## config.mk

```make
export PLATFORM = sky130hd
export DESIGN_NAME = kbd_tx_queue
export DESIGN_NICKNAME = d
export VERILOG_FILES = /design/src/rtl/kbd_pkg.sv /design/src/rtl/sync_fifo.sv /design/src/rtl/kbd_tx_queue.sv
export SDC_FILE = /design/constraint.sdc
export NUM_CORES = 1
export LEC_CHECK = 0
export BUFFER_PORTS_ARGS = -buffer_cell sky130_fd_sc_hd__buf_4
export CORE_ASPECT_RATIO = 0.9
export CORE_UTILIZATION = 30
export CTS_BUF_LIST = sky130_fd_sc_hd__clkbuf_16
export DETAILED_ROUTE_END_ITERATION = 10
export PLACE_DENSITY_LB_ADDON = 0.08
export SLEW_MARGIN = 15
export SYNTH_ARGS = -nofsm -noshare
export SYNTH_HDL_FRONTEND = slang
export SYNTH_HIERARCHICAL = 1
export SYNTH_SLANG_ARGS = --single-unit
```

## constraint.sdc

```tcl
create_clock -name clk -period 5 [get_ports clk]
set_input_delay 1 -clock clk [delete_from_list [all_inputs] [get_ports clk]]
set_output_delay 1 -clock clk [all_outputs]
set_load 0.02 [all_outputs]
```

## src/rtl/kbd_pkg.sv

```systemverilog
// Shared definitions for the keyboard serial transmit path: transmitter state
// encoding, default system clock and the bit-period divisor helper.
package kbd_pkg;

  localparam int DEFAULT_CLK_HZ = 25000000;

  typedef enum logic [1:0] {
    ST_IDLE  = 2'd0,
    ST_START = 2'd1,
    ST_DATA  = 2'd2,
    ST_STOP  = 2'd3
  } tx_state_t;

  // Clocks per serial bit, rounded to the nearest integer.
  function automatic int baud_div(input int clk_hz, input int baud);
    return (clk_hz + baud / 2) / baud;
  endfunction

endpackage

```

## src/rtl/sync_fifo.sv

```systemverilog
// Synchronous single-clock FIFO with registered read data; dout holds the
// popped word from the cycle after the pop onwards.
module sync_fifo #(
  parameter int WIDTH = 8,
  parameter int DEPTH = 16
) (
  input  logic                   clk,
  input  logic                   reset,
  input  logic                   push,
  input  logic                   pop,
  input  logic [WIDTH-1:0]       din,
  output logic [WIDTH-1:0]       dout,
  output logic                   full,
  output logic                   empty,
  output logic [$clog2(DEPTH):0] level
);
  localparam int AW = $clog2(DEPTH);

  logic [WIDTH-1:0] mem [DEPTH];
  logic [AW-1:0]    wr_ptr_reg;
  logic [AW-1:0]    rd_ptr_reg;
  logic [AW:0]      level_reg;
  logic [WIDTH-1:0] dout_reg;
  logic             do_push;
  logic             do_pop;

  assign full    = (level_reg == (AW + 1)'(DEPTH));
  assign empty   = (level_reg == '0);
  assign do_push = push && !full;
  assign do_pop  = pop && !empty;
  assign dout    = dout_reg;
  assign level   = level_reg;

  // Storage array carries no reset so it maps onto block RAM.
  always_ff @(posedge clk) begin
    if (do_push) begin
      mem[wr_ptr_reg] <= din;
    end
  end

  always_ff @(posedge clk) begin
    if (reset) begin
      wr_ptr_reg <= '0;
      rd_ptr_reg <= '0;
      level_reg  <= '0;
      dout_reg   <= '0;
    end else begin
      if (do_push) begin
        wr_ptr_reg <= wr_ptr_reg + AW'(1);
      end
      if (do_pop) begin
        dout_reg   <= mem[rd_ptr_reg];
        rd_ptr_reg <= rd_ptr_reg + AW'(1);
      end
      case ({do_push, do_pop})
        2'b10:   level_reg <= level_reg + (AW + 1)'(1);
        2'b01:   level_reg <= level_reg - (AW + 1)'(1);
        default: level_reg <= level_reg;
      endcase
    end
  end

endmodule

```

## src/rtl/kbd_tx_queue.sv

```systemverilog
// Keyboard byte queue feeding an 8N1 serial transmitter; host xoff pauses
// transmission between frames only.
module kbd_tx_queue
  import kbd_pkg::*;
#(
  parameter int CLK_HZ = DEFAULT_CLK_HZ,
  parameter int BAUD   = 9600,
  parameter int DEPTH  = 16
) (
  input  logic                   clk,
  input  logic                   reset,
  input  logic [7:0]             in_data,
  input  logic                   in_valid,
  output logic                   in_ready,
  input  logic                   xoff,
  output logic                   tx,
  output logic                   busy,
  output logic [$clog2(DEPTH):0] level
);
  localparam int DIV   = baud_div(CLK_HZ, BAUD);
  localparam int CNT_W = (DIV > 1) ? $clog2(DIV) : 1;
  localparam logic [CNT_W-1:0] CNT_LAST = CNT_W'(DIV - 1);

  tx_state_t        state_reg, state_next;
  logic [CNT_W-1:0] cnt_reg, cnt_next;
  logic [2:0]       bit_reg, bit_next;
  logic [7:0]       shift_reg;
  logic             tx_reg, tx_next;

  logic             fifo_push;
  logic             fifo_pop;
  logic             fifo_full;
  logic             fifo_empty;
  logic [7:0]       fifo_dout;

  assign in_ready  = !fifo_full;
  assign fifo_push = in_valid && in_ready;
  assign tx        = tx_reg;
  assign busy      = (state_reg != ST_IDLE) || (level != '0);

  sync_fifo #(
    .WIDTH (8),
    .DEPTH (DEPTH)
  ) u_fifo (
    .clk   (clk),
    .reset (reset),
    .push  (fifo_push),
    .pop   (fifo_pop),
    .din   (in_data),
    .dout  (fifo_dout),
    .full  (fifo_full),
    .empty (fifo_empty),
    .level (level)
  );

  always_ff @(posedge clk) begin
    if (reset) begin
      state_reg <= ST_IDLE;
      cnt_reg   <= '0;
      bit_reg   <= '0;
      shift_reg <= '0;
      tx_reg    <= 1'b1;
    end else begin
      state_reg <= state_next;
      cnt_reg   <= cnt_next;
      bit_reg   <= bit_next;
      tx_reg    <= tx_next;
      // FIFO read data lands one cycle after the pop, i.e. in the first START cycle.
      if (state_reg == ST_START && cnt_reg == '0) begin
        shift_reg <= fifo_dout;
      end
    end
  end

  always_comb begin
    state_next = state_reg;
    cnt_next   = cnt_reg;
    bit_next   = bit_reg;
    fifo_pop   = 1'b0;
    tx_next    = 1'b1;
    case (state_reg)
      ST_IDLE: begin
        if (!fifo_empty && !xoff) begin
          state_next = ST_START;
          fifo_pop   = 1'b1;
          cnt_next   = '0;
        end
      end
      ST_START: begin
        tx_next = 1'b0;
        if (cnt_reg == CNT_LAST) begin
          state_next = ST_DATA;
          cnt_next   = '0;
          bit_next   = '0;
        end else begin
          cnt_next = cnt_reg + CNT_W'(1);
        end
      end
      ST_DATA: begin
        tx_next = shift_reg[bit_reg];
        if (cnt_reg == CNT_LAST) begin
          cnt_next = '0;
          if (bit_reg == 3'd7) begin
            state_next = ST_STOP;
          end else begin
            bit_next = bit_reg + 3'd1;
          end
        end else begin
          cnt_next = cnt_reg + CNT_W'(1);
        end
      end
      ST_STOP: begin
        tx_next = 1'b1;
        if (cnt_reg == CNT_LAST) begin
          state_next = ST_IDLE;
          cnt_next   = '0;
        end else begin
          cnt_next = cnt_reg + CNT_W'(1);
        end
      end
      default: begin
        state_next = ST_IDLE;
        cnt_next   = '0;
      end
    endcase
  end

endmodule
```

==> flow_summary.html, run 1 <==
<table>
<tr><th>Metric</th><th>Value</th></tr>
<tr><th colspan="2">Power</th></tr>
<tr><td>Net Sw Power</td><td>1080 uW</td></tr>
<tr><td>Final Power</td><td>3700 uW</td></tr>
<tr><td>Clock network power share</td><td>0.359</td></tr>
<tr><td>Comb power frac</td><td>0.181</td></tr>
<tr><td>Cell Int Power</td><td>2620 uW</td></tr>
<tr><td>Sequential Power Share</td><td>0.459</td></tr>
<tr><td>Net Sw Frac</td><td>0.292</td></tr>
<tr><td>Maximum vdd ir drop</td><td>0.147 mV</td></tr>
<tr><td>Leakage power figure</td><td>0.00274 uW</td></tr>
<tr><td>Cell Pwr Density</td><td>436 nW/um^2</td></tr>
<tr><th colspan="2">Timing</th></tr>
<tr><td>Max Slew Vio Count</td><td>0</td></tr>
<tr><td>Period utilisation layout</td><td>0.675</td></tr>
<tr><td>Worst slew pin tran</td><td>1140 ps</td></tr>
<tr><td>Highest Clock Rate</td><td>296 MHz</td></tr>
<tr><td>Worst slew margin</td><td>0.240</td></tr>
<tr><td>Setup violations, final</td><td>0</td></tr>
<tr><td>Count of endpoints failing hold in the final timing report</td><td>0</td></tr>
<tr><td>RSZ-0062 raised after global routing</td><td>no</td></tr>
<tr><td>Setup Skew</td><td>12.2 ps</td></tr>
<tr><td>Shortest period the worst path allows</td><td>3380 ps</td></tr>
<tr><td>Final TNS setup</td><td>0 ps</td></tr>
<tr><td>Final hold slack</td><td>502 ps</td></tr>
<tr><th colspan="2">Critical path</th></tr>
<tr><td>Worst Path Required</td><td>5320 ps</td></tr>
<tr><td>Beginning of the critical path</td><td>state_reg[0]$_SDFFE_PP0P_</td></tr>
<tr><td>CP max stage cell</td><td>fa_1</td></tr>
<tr><td>End of the critical path</td><td>u_fifo/level[4]$_SDFFE_PP0P_</td></tr>
<tr><td>Cell chain of the critical path</td><td>inv_1, ha_1, inv_1, nor3_1, o21a_4, ha_1, inv_1, fa_1, nor2b_1, o21ai_0, nand3_1, or3b_1, mux2_2</td></tr>
<tr><td>Destination of the worst register-to-register timing path</td><td>u_fifo/level[4]$_SDFFE_PP0P_</td></tr>
<tr><td>Crit path largest cell delay</td><td>390 ps</td></tr>
<tr><td>Sort of element at the start of the critical path</td><td>flip-flop</td></tr>
<tr><td>Setup slack of the most critical reg-to-reg path</td><td>1620 ps</td></tr>
<tr><td>CP max FO</td><td>21</td></tr>
<tr><td>Worst setup path class</td><td>reg2reg</td></tr>
<tr><td>Element type at the critical path end</td><td>flip-flop</td></tr>
<tr><td>Worst R2R Path Depth</td><td>13</td></tr>
<tr><td>CP arrival</td><td>3700 ps</td></tr>
<tr><td>Reg-to-Reg Start</td><td>state_reg[0]$_SDFFE_PP0P_</td></tr>
<tr><td>Worst path most repeated cell</td><td>inv_1</td></tr>
<tr><th colspan="2">Placement</th></tr>
<tr><td>IO Port Bufs</td><td>19</td></tr>
<tr><td>Routability-driven placement congestion ratio</td><td>0.748</td></tr>
<tr><td>DP Wirelength</td><td>11.0 mm</td></tr>
<tr><th colspan="2">Floorplanning</th></tr>
<tr><td>Starting density of the core</td><td>0.306</td></tr>
<tr><td>Overall die height</td><td>151 um</td></tr>
<tr><td>Core area</td><td>24,300 um^2</td></tr>
<tr><td>Standard-cell rows</td><td>54</td></tr>
<tr><td>Horiz. Die Dim</td><td>168 um</td></tr>
<tr><td>I/O pins</td><td>20</td></tr>
<tr><td>Die footprint</td><td>25,400 um^2</td></tr>
<tr><th colspan="2">Synth</th></tr>
<tr><td>Main flop type after synthesis</td><td>edfxtp_1</td></tr>
<tr><td>Number of distinct library cells after synthesis</td><td>57</td></tr>
<tr><td>Cells after Synth</td><td>522</td></tr>
<tr><td>Number of flops mapped to enable cells by yosys</td><td>128</td></tr>
<tr><td>Number of warnings reported in the yosys synthesis log</td><td>6</td></tr>
<tr><td>Asr flop ratio synth</td><td>0</td></tr>
<tr><td>Combined area of all synthesized cells</td><td>7440 um^2</td></tr>
<tr><td>Synthesized netlist net count</td><td>553</td></tr>
<tr><td>Seq/Total Area, Yosys</td><td>0.643</td></tr>
<tr><td>FF+latch count, synth</td><td>175</td></tr>
<tr><td>Mapped Avg Cell Area</td><td>14.2 um^2</td></tr>
<tr><th colspan="2">Layout</th></tr>
<tr><td>Post-layout utilization of the core</td><td>0.349</td></tr>
<tr><td>Proportion of layout cells with a drive suffix above 1</td><td>0.174</td></tr>
<tr><td>Most common cell after layout, fill and taps aside</td><td>edfxtp_1</td></tr>
<tr><td>Filler cell count</td><td>2,370</td></tr>
<tr><td>Flip-flop count of the largest register after layout</td><td>128</td></tr>
<tr><td>Area growth syn-to-layout</td><td>14.0%</td></tr>
<tr><td>Number of antenna cells inserted</td><td>0</td></tr>
<tr><td>Commonest non-fill, non-tap cells in the layout</td><td>edfxtp_1 (128), nor2_1 (59), dfxtp_1 (46)</td></tr>
<tr><td>Final Net Count</td><td>571</td></tr>
<tr><th colspan="2">Detailed routing</th></tr>
<tr><td>Via count</td><td>4,231</td></tr>
<tr><td>WL per Instance</td><td>19.6 um</td></tr>
<tr><td>Routed Antenna Nets</td><td>0</td></tr>
<tr><td>Iteration-0 DRC count of the detailed router</td><td>179</td></tr>
<tr><td># DRC</td><td>0</td></tr>
<tr><td>First-pass DRT Iterations</td><td>4</td></tr>
<tr><td>Final wirelength</td><td>16.9 mm</td></tr>
<tr><td>Via density per instance</td><td>4.91</td></tr>
<tr><th colspan="2">Worst hold path</th></tr>
<tr><td>Worst hold-check path type</td><td>reg2reg</td></tr>
<tr><th colspan="2">Clock tree</th></tr>
<tr><td>Insertion delay of the later-clocked pin in the worst-skew pair</td><td>430 ps</td></tr>
<tr><td>CTS root buffer</td><td>clkbuf_16</td></tr>
<tr><td>H-tree depth</td><td>4</td></tr>
<tr><td>Number of setup buffers added after CTS</td><td>0</td></tr>
<tr><td>Post-CTS Hold Buffers</td><td>0</td></tr>
<tr><td>Cts repair resizes</td><td>0</td></tr>
<tr><td>Total clock buffers created by CTS</td><td>17</td></tr>
<tr><td>Count of clock tree sinks</td><td>175</td></tr>
<tr><td>Clock tree from TritonCTS</td><td>built</td></tr>
<tr><td>Buffer levels on the longest clock path</td><td>2</td></tr>
<tr><td>Clock slew at reported path FFs</td><td>70 ps</td></tr>
<tr><th colspan="2">Global routing</th></tr>
<tr><td>Antenna violations before repair</td><td>0</td></tr>
<tr><td>GRT overflow</td><td>0</td></tr>
<tr><td>Via count of the first global-routing pass</td><td>4,168</td></tr>
<tr><td>Largest net degree at the start of global routing</td><td>48</td></tr>
<tr><td>First-pass GRT wire length</td><td>26.0 mm</td></tr>
<tr><td>Total routing resource utilization after global routing</td><td>0.142</td></tr>
<tr><th colspan="2">Flow run</th></tr>
<tr><td>Number of maximum-capacitance violations</td><td>0</td></tr>
<tr><th colspan="2">Run status</th></tr>
<tr><td>Result of the run</td><td>finished, final reports clean</td></tr>
</table>
## critical path: cells and delay by family, from the launching register on
kind | cells | cell delay [ps]
adder cells (fa/ha/maj) | 3 | 960
AND/OR/NAND/NOR | 4 | 850
AO/OA/AOI/OAI | 2 | 480
buffers and inverters | 3 | 370
flip-flops | 1 | 330
multiplexers | 1 | 270
## layer usage
metal,vias to the layer above,part of all wire,GRT usage
li1,2035,-,-
met1,2143,0.51,0.204
met2,42,0.46,0.215
met3,11,0.024,0.0280
met4,0,0.011,0.0427
met5,-,0,0
## Yosys cell counts (all sizes together), types with 2 or more instances
cell type	number	area (um^2)
mux2i	44	440
nand2	22	90.1
xnor2	5	43.8
nor2	60	225
nand3b	2	15.0
edfxtp	128	3840
or3	7	43.8
a21o	2	16.3
mux4	18	405
a31oi	5	31.3
a211oi	2	15.0
inv	16	60.1
a21oi	10	50.1
o311a	2	20.0
or4	5	45.0
nor3	8	40.0
o21a	3	30.0
nand4	6	37.5
and2	3	18.8
nor2b	6	37.5
o22ai	16	100
ha	18	225
nor4	5	31.3
dfxtp	47	941
buf	15	96.3
a22o	3	26.3
or2	2	12.5
a22oi	9	67.6
nand2b	2	12.5
a311oi	8	120
nand3	7	35.0
xor2	5	51.3
o21ai	7	35.0
clkbuf	10	37.5
## final cells by class
cell class / count / area (um^2) / share of cell area
repair buffers: 24 / 180 / 0.0212
inverters: 16 / 60.1 / 0.00708
clock inverters: 15 / 169 / 0.0199
clock buffers: 17 / 425 / 0.0502
well taps: 308 / 385 / 0.0454
flip-flops and latches: 175 / 4790 / 0.564
multi-input cells: 306 / 2470 / 0.292
## how the worst min path moves through the flow
stage,startpoint,end,cells past startpoint
2_1_floorplan,shift_reg[4]$_SDFFE_PP0P_,shift_reg[4]$_SDFFE_PP0P_,2
6_report,u_fifo/dout[5]$_SDFFE_PP0P_,shift_reg[5]$_SDFFE_PP0P_,2
3_5_place_dp,shift_reg[5]$_SDFFE_PP0P_,shift_reg[5]$_SDFFE_PP0P_,2
3_3_place_gp,state_reg[1]$_SDFFE_PP0P_,state_reg[1]$_SDFFE_PP0P_,2
4_1_cts,u_fifo/dout[5]$_SDFFE_PP0P_,shift_reg[5]$_SDFFE_PP0P_,2
5_1_grt,state_reg[1]$_SDFFE_PP0P_,state_reg[1]$_SDFFE_PP0P_,2
## metrics by stage
stage | worst slack, ps | area (um^2) | instances
final | 1620 | 8480 | 861
after global placement | 1440 | 7870 | 829
after detailed placement | 1410 | 7870 | 829
after floorplan | 1800 | 7440 | 522
after CTS | 1620 | 8470 | 861
after global routing | 1320 | 8480 | 861
## power groups by stage
stage	registers [uW]	logic, uW	clock network [uW]
floorplan	1720	488	0
global placement	1730	673	0
detailed placement	1740	678	0
CTS	1700	680	1380
global route	1710	741	1420
finish	1700	671	1330
## cells by family (layout without fill, tap and decap cells)
| logic type | count (synthesis) | count (layout) | share of synthesized area |
|---|---|---|---|
| fa+ha+maj | 19 | 19 | 0.0330 |
| xor+xnor | 10 | 10 | 0.0128 |
| simple gates | 139 | 139 | 0.0910 |
| buf+inv | 41 | 72 | 0.0261 |
| mux | 63 | 63 | 0.115 |
| flops | 175 | 175 | 0.643 |
| compound gates | 75 | 75 | 0.0787 |
Note: power is estimated with default switching activity, not from simulation.
==> run 2: changes to the inputs <==
Clock period 5 ns to 3.5 ns, I/O delays scaled along.
==> flow_summary.html, run 2 (synthesis gave the netlist of run 1 again) <==
<table>
<tr><th>Metric</th><th>Value</th></tr>
<tr><th colspan="2">Placement</th></tr>
<tr><td>Routability-driven placement congestion ratio</td><td>0.773 (was 0.748)</td></tr>
<tr><td>IO Port Bufs</td><td>19 (unchanged)</td></tr>
<tr><td>DP Wirelength</td><td>11.3 mm (was 11.0 mm)</td></tr>
<tr><th colspan="2">Critical path</th></tr>
<tr><td>CP max stage cell</td><td>fa_1 (unchanged)</td></tr>
<tr><td>CP max FO</td><td>5 (was 21)</td></tr>
<tr><td>Cell chain of the critical path</td><td>inv_1, ha_1, inv_1, nor3_1, o21a_4, ha_1, inv_1, fa_1, nor2b_1, o21ai_0, nand3_1, or3b_1, mux2_2 (unchanged)</td></tr>
<tr><td>Destination of the worst register-to-register timing path</td><td>u_fifo/level[4]$_SDFFE_PP0P_ (unchanged)</td></tr>
<tr><td>CP arrival</td><td>3490 ps (was 3700 ps)</td></tr>
<tr><td>Crit path largest cell delay</td><td>390 ps (about the same)</td></tr>
<tr><td>Worst setup path class</td><td>reg2reg (unchanged)</td></tr>
<tr><td>Count of buffering cells on the critical path with inverters included</td><td>3 (unchanged)</td></tr>
<tr><td>Reg-to-Reg Start</td><td>state_reg[0]$_SDFFE_PP0P_ (unchanged)</td></tr>
<tr><td>Setup slack of the most critical reg-to-reg path</td><td>320 ps (was 1620 ps)</td></tr>
<tr><td>Sort of element at the start of the critical path</td><td>flip-flop (unchanged)</td></tr>
<tr><td>Worst Path Required</td><td>3810 ps (was 5320 ps)</td></tr>
<tr><td>Element type at the critical path end</td><td>flip-flop (unchanged)</td></tr>
<tr><td>Worst path most repeated cell</td><td>inv_1 (unchanged)</td></tr>
<tr><td>Top Family by Delay on Critical Path</td><td>adder cells (unchanged)</td></tr>
<tr><td>Worst R2R Path Depth</td><td>13 (unchanged)</td></tr>
<tr><th colspan="2">Power</th></tr>
<tr><td>Maximum vdd ir drop</td><td>0.220 mV (was 0.147 mV)</td></tr>
<tr><td>Cell Int Power</td><td>3920 uW (was 2620 uW)</td></tr>
<tr><td>Cell Pwr Density</td><td>625 nW/um^2 (was 436 nW/um^2)</td></tr>
<tr><td>Comb power frac</td><td>0.188 (was 0.181)</td></tr>
<tr><td>Net Sw Power</td><td>1460 uW (was 1080 uW)</td></tr>
<tr><td>Sequential Power Share</td><td>0.450 (was 0.459)</td></tr>
<tr><td>Clock network power share</td><td>0.362 (was 0.359)</td></tr>
<tr><td>Leakage power figure</td><td>0.00284 uW (was 0.00274 uW)</td></tr>
<tr><td>Net Sw Frac</td><td>0.271 (was 0.292)</td></tr>
<tr><th colspan="2">Clock tree</th></tr>
<tr><td>Number of setup buffers added after CTS</td><td>0 (unchanged)</td></tr>
<tr><td>Total clock buffers created by CTS</td><td>17 (unchanged)</td></tr>
<tr><td>Clock tree from TritonCTS</td><td>built (unchanged)</td></tr>
<tr><td>Count of clock tree sinks</td><td>175 (unchanged)</td></tr>
<tr><td>Post-CTS Hold Buffers</td><td>0 (unchanged)</td></tr>
<tr><td>Clock slew at reported path FFs</td><td>70 ps (about the same)</td></tr>
<tr><td>Cts repair resizes</td><td>0 (unchanged)</td></tr>
<tr><td>H-tree depth</td><td>4 (unchanged)</td></tr>
<tr><td>Buffer levels on the longest clock path</td><td>2 (unchanged)</td></tr>
<tr><td>Insertion delay of the later-clocked pin in the worst-skew pair</td><td>420 ps (was 430 ps)</td></tr>
<tr><td>CTS root buffer</td><td>clkbuf_16 (unchanged)</td></tr>
<tr><th colspan="2">Worst hold path</th></tr>
<tr><td>Number of instances on the worst hold path</td><td>2 (unchanged)</td></tr>
<tr><td>Hold path startpoint</td><td>shift_reg[6]$_SDFFE_PP0P_ (was u_fifo/dout[5]$_SDFFE_PP0P_)</td></tr>
<tr><td>Worst hold-check path type</td><td>reg2reg (unchanged)</td></tr>
<tr><td>Worst Hold End</td><td>shift_reg[6]$_SDFFE_PP0P_ (was shift_reg[5]$_SDFFE_PP0P_)</td></tr>
<tr><th colspan="2">Layout</th></tr>
<tr><td>Proportion of layout cells with a drive suffix above 1</td><td>0.189 (was 0.174)</td></tr>
<tr><td>Register area</td><td>4790 um^2 (unchanged)</td></tr>
<tr><td>Filler cell count</td><td>2,346 (was 2,370)</td></tr>
<tr><td>Multi-input gate area</td><td>2470 um^2 (about the same)</td></tr>
<tr><td>Final Net Count</td><td>589 (was 571)</td></tr>
<tr><td>Commonest non-fill, non-tap cells in the layout</td><td>edfxtp_1 (128), nor2_1 (60), dfxtp_1 (46) (was edfxtp_1 (128), nor2_1 (59), dfxtp_1 (46))</td></tr>
<tr><td>Most common cell after layout, fill and taps aside</td><td>edfxtp_1 (unchanged)</td></tr>
<tr><td>Post-layout utilization of the core</td><td>0.354 (was 0.349)</td></tr>
<tr><td>Flip-flop count of the largest register after layout</td><td>128 (unchanged)</td></tr>
<tr><td>Number of antenna cells inserted</td><td>0 (unchanged)</td></tr>
<tr><td>Area growth syn-to-layout</td><td>15.8% (was 14.0%)</td></tr>
<tr><th colspan="2">Timing</th></tr>
<tr><td>Final hold slack</td><td>503 ps (was 502 ps)</td></tr>
<tr><td>Worst slew pin tran</td><td>948 ps (was 1140 ps)</td></tr>
<tr><td>RSZ-0062 raised after global routing</td><td>no (unchanged)</td></tr>
<tr><td>Highest Clock Rate</td><td>315 MHz (was 296 MHz)</td></tr>
<tr><td>Worst slew margin</td><td>0.367 (was 0.240)</td></tr>
<tr><td>Setup violations, final</td><td>0 (unchanged)</td></tr>
<tr><td>Setup Skew</td><td>9.97 ps (was 12.2 ps)</td></tr>
<tr><td>Final TNS setup</td><td>0 ps (unchanged)</td></tr>
<tr><td>Shortest period the worst path allows</td><td>3180 ps (was 3380 ps)</td></tr>
<tr><td>Period utilisation layout</td><td>0.908 (was 0.675)</td></tr>
<tr><td>Count of endpoints failing hold in the final timing report</td><td>0 (unchanged)</td></tr>
<tr><td>Max Slew Vio Count</td><td>0 (unchanged)</td></tr>
<tr><th colspan="2">Floorplanning</th></tr>
<tr><td>Overall die height</td><td>151 um (unchanged)</td></tr>
<tr><td>Die footprint</td><td>25,400 um^2 (unchanged)</td></tr>
<tr><td>Standard-cell rows</td><td>54 (unchanged)</td></tr>
<tr><td>I/O pins</td><td>20 (unchanged)</td></tr>
<tr><td>Horiz. Die Dim</td><td>168 um (unchanged)</td></tr>
<tr><td>Starting density of the core</td><td>0.306 (unchanged)</td></tr>
<tr><td>Core area</td><td>24,300 um^2 (unchanged)</td></tr>
<tr><th colspan="2">Detailed routing</th></tr>
<tr><td>WL per Instance</td><td>19.6 um (about the same)</td></tr>
<tr><td>Final wirelength</td><td>17.2 mm (was 16.9 mm)</td></tr>
<tr><td>Iteration-0 DRC count of the detailed router</td><td>251 (was 179)</td></tr>
<tr><td>Via count</td><td>4,339 (was 4,231)</td></tr>
<tr><td>Routed Antenna Nets</td><td>0 (unchanged)</td></tr>
<tr><td>Via density per instance</td><td>4.94 (was 4.91)</td></tr>
<tr><td>First-pass DRT Iterations</td><td>4 (unchanged)</td></tr>
<tr><td># DRC</td><td>0 (unchanged)</td></tr>
<tr><th colspan="2">Flow run</th></tr>
<tr><td>Number of maximum-capacitance violations</td><td>0 (unchanged)</td></tr>
<tr><th colspan="2">Global routing</th></tr>
<tr><td>Via count of the first global-routing pass</td><td>4,373 (was 4,168)</td></tr>
<tr><td>Antenna violations before repair</td><td>0 (unchanged)</td></tr>
<tr><td>Largest net degree at the start of global routing</td><td>47 (was 48)</td></tr>
<tr><td>Total routing resource utilization after global routing</td><td>0.144 (was 0.142)</td></tr>
<tr><td>First-pass GRT wire length</td><td>26.4 mm (was 26.0 mm)</td></tr>
<tr><td>GRT overflow</td><td>0 (unchanged)</td></tr>
<tr><th colspan="2">Run status</th></tr>
<tr><td>Result of the run</td><td>finished, final reports clean (unchanged)</td></tr>
</table>
-- run 2: cell types whose count changed in the layout (fill, tap and decap cells not counted), sizes merged --
cell,change
buf,+18
bufinv,+3
clkinv,+3
inv,-7
-- run 2: metal layers --
metal | part of all wire | GRT usage | up-vias
met2 | 0.44 | 0.220 | 70
met4 | 0.0087 | 0.0381 | 0
li1 | - | - | 2068
met5 | 0 | 0 | -
met3 | 0.043 | 0.0308 | 9
met1 | 0.51 | 0.207 | 2192
-- run 2: worst max path at each step --
| stage | startpoint | to | slack [ps] | cells past startpoint |
|---|---|---|---|---|
| CTS | u_fifo/level[0]$_SDFFE_PP0P_ | u_fifo/level[4]$_SDFFE_PP0P_ | 300 | 13 |
| global route | u_fifo/level[0]$_SDFFE_PP0P_ | u_fifo/level[4]$_SDFFE_PP0P_ | 70 | 13 |
| finish | state_reg[0]$_SDFFE_PP0P_ | u_fifo/level[4]$_SDFFE_PP0P_ | 320 | 13 |
| global placement | in_valid | u_fifo/level[4]$_SDFFE_PP0P_ | 380 | 11 |
| detailed placement | u_fifo/level[0]$_SDFFE_PP0P_ | u_fifo/level[4]$_SDFFE_PP0P_ | 330 | 13 |
| floorplan | u_fifo/level[0]$_SDFFE_PP0P_ | u_fifo/level[4]$_SDFFE_PP0P_ | 430 | 12 |
-- run 2: final cells by class --
| cell class | count | area share |
|---|---|---|
| Sequential cell | 175 | 0.556 |
| Multi-Input combinational cell | 306 | 0.286 |
| Clock buffer | 17 | 0.0494 |
| Tap cell | 308 | 0.0447 |
| Timing Repair Buffer | 42 | 0.0366 |
| Clock inverter | 14 | 0.0203 |
| Inverter | 16 | 0.00697 |
-- run 2: power groups by stage --
stage	Clock (uW)	Sequential [uW]	Combinational (uW)
after floorplan	0	2460	698
after global placement	0	2460	1010
after detailed placement	0	2460	1030
after CTS	2000	2420	1030
after global routing	2080	2430	1120
final	1950	2420	1010
-- run 2: metrics by stage --
stage | worst slack (ps) | instance area, um^2 | total power (uW) | cells
3_3_place_gp | 377 | 8010 | 3470 | 847
3_5_place_dp | 326 | 8010 | 3490 | 847
6_report | 322 | 8610 | 5380 | 878
4_1_cts | 300 | 8610 | 5450 | 878
2_1_floorplan | 426 | 7440 | 3160 | 522
5_1_grt | 69.0 | 8610 | 5640 | 878
-- run 2: worst reg2reg max path: cells and delay by family, from the launching register on --
kind            cells  cell delay (ps)
flops               1              330
compound gates      2              300
simple gates        4              870
fa+ha+maj           3              920
mux                 1              280
buf+inv             3              370
==> run 3: changes to the inputs <==
Settings changed: CTS_BUF_LIST sky130_fd_sc_hd__clkbuf_16 to sky130_fd_sc_hd__clkbuf_8, PLACE_DENSITY_LB_ADDON 0.08 to 0.2.
==> flow_summary.html, run 3 (synthesis gave the netlist of run 1 again) <==
<table>
<tr><th>Metric</th><th>Value</th></tr>
<tr><th colspan="2">Run status</th></tr>
<tr><td>Result of the run</td><td>finished, final reports clean (unchanged)</td></tr>
<tr><th colspan="2">Layout</th></tr>
<tr><td>Final Net Count</td><td>583 (was 589)</td></tr>
<tr><td>Proportion of layout cells with a drive suffix above 1</td><td>0.186 (was 0.189)</td></tr>
<tr><td>Number of antenna cells inserted</td><td>0 (unchanged)</td></tr>
<tr><td>Most common cell after layout, fill and taps aside</td><td>edfxtp_1 (unchanged)</td></tr>
<tr><td>Commonest non-fill, non-tap cells in the layout</td><td>edfxtp_1 (128), nor2_1 (60), dfxtp_1 (46) (unchanged)</td></tr>
<tr><td>Area growth syn-to-layout</td><td>12.6% (was 15.8%)</td></tr>
<tr><td>Non-Filler Cell Area, Final</td><td>8380 um^2 (was 8610 um^2)</td></tr>
<tr><td>Flip-flop count of the largest register after layout</td><td>128 (unchanged)</td></tr>
<tr><th colspan="2">Global routing</th></tr>
<tr><td>GRT overflow</td><td>0 (unchanged)</td></tr>
<tr><td>Antenna violations before repair</td><td>0 (unchanged)</td></tr>
<tr><td>First-pass GRT wire length</td><td>25.4 mm (was 26.4 mm)</td></tr>
<tr><td>Largest net degree at the start of global routing</td><td>48 (was 47)</td></tr>
<tr><td>Total routing resource utilization after global routing</td><td>0.135 (was 0.144)</td></tr>
<tr><td>Via count of the first global-routing pass</td><td>4,312 (was 4,373)</td></tr>
<tr><th colspan="2">Timing</th></tr>
<tr><td>Period utilisation layout</td><td>0.900 (was 0.908)</td></tr>
<tr><td>Final TNS setup</td><td>0 ps (unchanged)</td></tr>
<tr><td>Worst slew pin tran</td><td>800 ps (was 948 ps)</td></tr>
<tr><td>Highest Clock Rate</td><td>318 MHz (was 315 MHz)</td></tr>
<tr><td>Crit path setup slack, layout</td><td>351 ps (was 322 ps)</td></tr>
<tr><td>Setup violations, final</td><td>0 (unchanged)</td></tr>
<tr><td>Shortest period the worst path allows</td><td>3150 ps (was 3180 ps)</td></tr>
<tr><td>Max Slew Vio Count</td><td>0 (unchanged)</td></tr>
<tr><td>Setup Skew</td><td>21.9 ps (was 9.97 ps)</td></tr>
<tr><td>Worst slew margin</td><td>0.465 (was 0.367)</td></tr>
<tr><td>RSZ-0062 raised after global routing</td><td>no (unchanged)</td></tr>
<tr><td>Count of endpoints failing hold in the final timing report</td><td>0 (unchanged)</td></tr>
<tr><th colspan="2">Detailed routing</th></tr>
<tr><td>Via count</td><td>4,339 (unchanged)</td></tr>
<tr><td># DRC</td><td>0 (unchanged)</td></tr>
<tr><td>Via density per instance</td><td>4.97 (was 4.94)</td></tr>
<tr><td>Routed Antenna Nets</td><td>0 (unchanged)</td></tr>
<tr><td>Final wirelength</td><td>16.1 mm (was 17.2 mm)</td></tr>
<tr><td>WL per Instance</td><td>18.4 um (was 19.6 um)</td></tr>
<tr><td>First-pass DRT Iterations</td><td>4 (unchanged)</td></tr>
<tr><td>Iteration-0 DRC count of the detailed router</td><td>299 (was 251)</td></tr>
<tr><th colspan="2">Clock tree</th></tr>
<tr><td>Insertion delay of the later-clocked pin in the worst-skew pair</td><td>460 ps (was 420 ps)</td></tr>
<tr><td>Total clock buffers created by CTS</td><td>17 (unchanged)</td></tr>
<tr><td>CTS root buffer</td><td>clkbuf_8 (was clkbuf_16)</td></tr>
<tr><td>Number of setup buffers added after CTS</td><td>0 (unchanged)</td></tr>
<tr><td>Buffer levels on the longest clock path</td><td>2 (unchanged)</td></tr>
<tr><td>Clock slew at reported path FFs</td><td>100 ps (was 70 ps)</td></tr>
<tr><td>Clock tree from TritonCTS</td><td>built (unchanged)</td></tr>
<tr><td>Post-CTS Hold Buffers</td><td>0 (unchanged)</td></tr>
<tr><td>Count of clock tree sinks</td><td>175 (unchanged)</td></tr>
<tr><td>H-tree depth</td><td>4 (unchanged)</td></tr>
<tr><td>Cts repair resizes</td><td>0 (unchanged)</td></tr>
<tr><th colspan="2">Critical path</th></tr>
<tr><td>Worst Path Required</td><td>3850 ps (was 3810 ps)</td></tr>
<tr><td>CP arrival</td><td>3500 ps (was 3490 ps)</td></tr>
<tr><td>CP max stage cell</td><td>dfxtp_1 (was fa_1)</td></tr>
<tr><td>Element type at the critical path end</td><td>flip-flop (unchanged)</td></tr>
<tr><td>Beginning of the critical path</td><td>u_fifo/level[1]$_SDFFE_PP0P_ (was state_reg[0]$_SDFFE_PP0P_)</td></tr>
<tr><td>Reg-to-Reg Start</td><td>u_fifo/level[1]$_SDFFE_PP0P_ (was state_reg[0]$_SDFFE_PP0P_)</td></tr>
<tr><td>Sort of element at the start of the critical path</td><td>flip-flop (unchanged)</td></tr>
<tr><td>Cell chain of the critical path</td><td>nor4_2, and2_1, nor2b_1, a21boi_2, inv_1, ha_1, ha_1, nor2b_1, o21ai_0, a21oi_1, or3b_1, mux2_2 (was inv_1, ha_1, inv_1, nor3_1, o21a_4, ha_1, inv_1, fa_1, nor2b_1, o21ai_0, nand3_1, or3b_1, mux2_2)</td></tr>
<tr><td>Crit path largest cell delay</td><td>490 ps (was 390 ps)</td></tr>
<tr><td>CP max FO</td><td>9 (was 5)</td></tr>
<tr><td>Worst setup path class</td><td>reg2reg (unchanged)</td></tr>
<tr><th colspan="2">Placement</th></tr>
<tr><td>DP Wirelength</td><td>10.6 mm (was 11.3 mm)</td></tr>
<tr><td>IO Port Bufs</td><td>19 (unchanged)</td></tr>
<tr><td>Area after detailed placement</td><td>7960 um^2 (was 8010 um^2)</td></tr>
<tr><td>Routability-driven placement congestion ratio</td><td>0.780 (was 0.773)</td></tr>
<tr><td>Post-placement worst setup slack</td><td>320 ps (was 326 ps)</td></tr>
<tr><th colspan="2">Floorplanning</th></tr>
<tr><td>Horiz. Die Dim</td><td>168 um (unchanged)</td></tr>
<tr><td>Starting density of the core</td><td>0.306 (unchanged)</td></tr>
<tr><td>I/O pins</td><td>20 (unchanged)</td></tr>
<tr><td>Die footprint</td><td>25,400 um^2 (unchanged)</td></tr>
<tr><td>Core area</td><td>24,300 um^2 (unchanged)</td></tr>
<tr><td>Overall die height</td><td>151 um (unchanged)</td></tr>
<tr><td>Standard-cell rows</td><td>54 (unchanged)</td></tr>
<tr><th colspan="2">Power</th></tr>
<tr><td>Comb power frac</td><td>0.208 (was 0.188)</td></tr>
<tr><td>Maximum vdd ir drop</td><td>0.194 mV (was 0.220 mV)</td></tr>
<tr><td>Clock network power share</td><td>0.293 (was 0.362)</td></tr>
<tr><td>Leakage power figure</td><td>0.00272 uW (was 0.00284 uW)</td></tr>
<tr><td>Cell Pwr Density</td><td>577 nW/um^2 (was 625 nW/um^2)</td></tr>
<tr><td>Cell Int Power</td><td>3300 uW (was 3920 uW)</td></tr>
<tr><td>Sequential Power Share</td><td>0.499 (was 0.450)</td></tr>
<tr><td>Net Sw Power</td><td>1540 uW (was 1460 uW)</td></tr>
<tr><td>Net Sw Frac</td><td>0.318 (was 0.271)</td></tr>
<tr><th colspan="2">Worst hold path</th></tr>
<tr><td>Worst hold-check path type</td><td>reg2reg (unchanged)</td></tr>
<tr><td>Hold path startpoint</td><td>u_fifo/dout[5]$_SDFFE_PP0P_ (was shift_reg[6]$_SDFFE_PP0P_)</td></tr>
<tr><th colspan="2">Flow run</th></tr>
<tr><td>Number of maximum-capacitance violations</td><td>0 (unchanged)</td></tr>
</table>
-- run 3: area by class of cell --
cell class              instances  area (um^2)
flip-flops and latches        175         4790
multi-input cells             306         2470
fillers                      2356        15900
well taps                     308          385
repair buffers                 36          270
clock buffers                  17          234
clock inverters                15          176
inverters                      16         60.1
-- run 3: power by group through the flow --
stage | Clock, uW | Combinational (uW) | Sequential (uW)
floorplan | 0 | 698 | 2460
global placement | 0 | 986 | 2450
detailed placement | 0 | 1010 | 2460
CTS | 1460 | 1010 | 2410
global route | 1540 | 1110 | 2430
finish | 1420 | 1010 | 2410
-- run 3: per-stage QoR --
step / std cells / hold WS [ps] / total power (uW) / util
finish: 873 / 504 / 4830 / 0.344
global route: 873 / 538 / 5080 / 0.344
CTS: 873 / 507 / 4880 / 0.344
detailed placement: 841 / 485 / 3470 / 0.327
global placement: 841 / 478 / 3430 / 0.327
floorplan: 522 / 458 / 3160 / -
-- run 3: critical path, delay by kind of cell, from the launching register on --
kind / cells / cell delay [ps]
muxes: 1 / 270
buffers and inverters: 1 / 90
adders and majority gates: 2 / 590
and+or+nand+nor: 5 / 900
AOI/OAI and AO/OA: 3 / 720
DFF: 1 / 490
-- run 3: worst paths after layout --
check / to / slack [ps] / cells past startpoint
worst max-delay path: u_fifo/level[4]$_SDFFE_PP0P_ / 350 / 12
worst min-delay path: shift_reg[5]$_SDFFE_PP0P_ / 500 / 2
worst max register to register: u_fifo/level[4]$_SDFFE_PP0P_ / 350 / 12
worst min register to register: shift_reg[5]$_SDFFE_PP0P_ / 500 / 2
-- run 3: metal layers --
layer  vias up  wire [um]  GRT usage
met3         7        527     0.0300
met1      2201       8020      0.187
met4         0        109     0.0330
met5         -          0          0
li1       2059          -          -
met2        72       7430      0.215
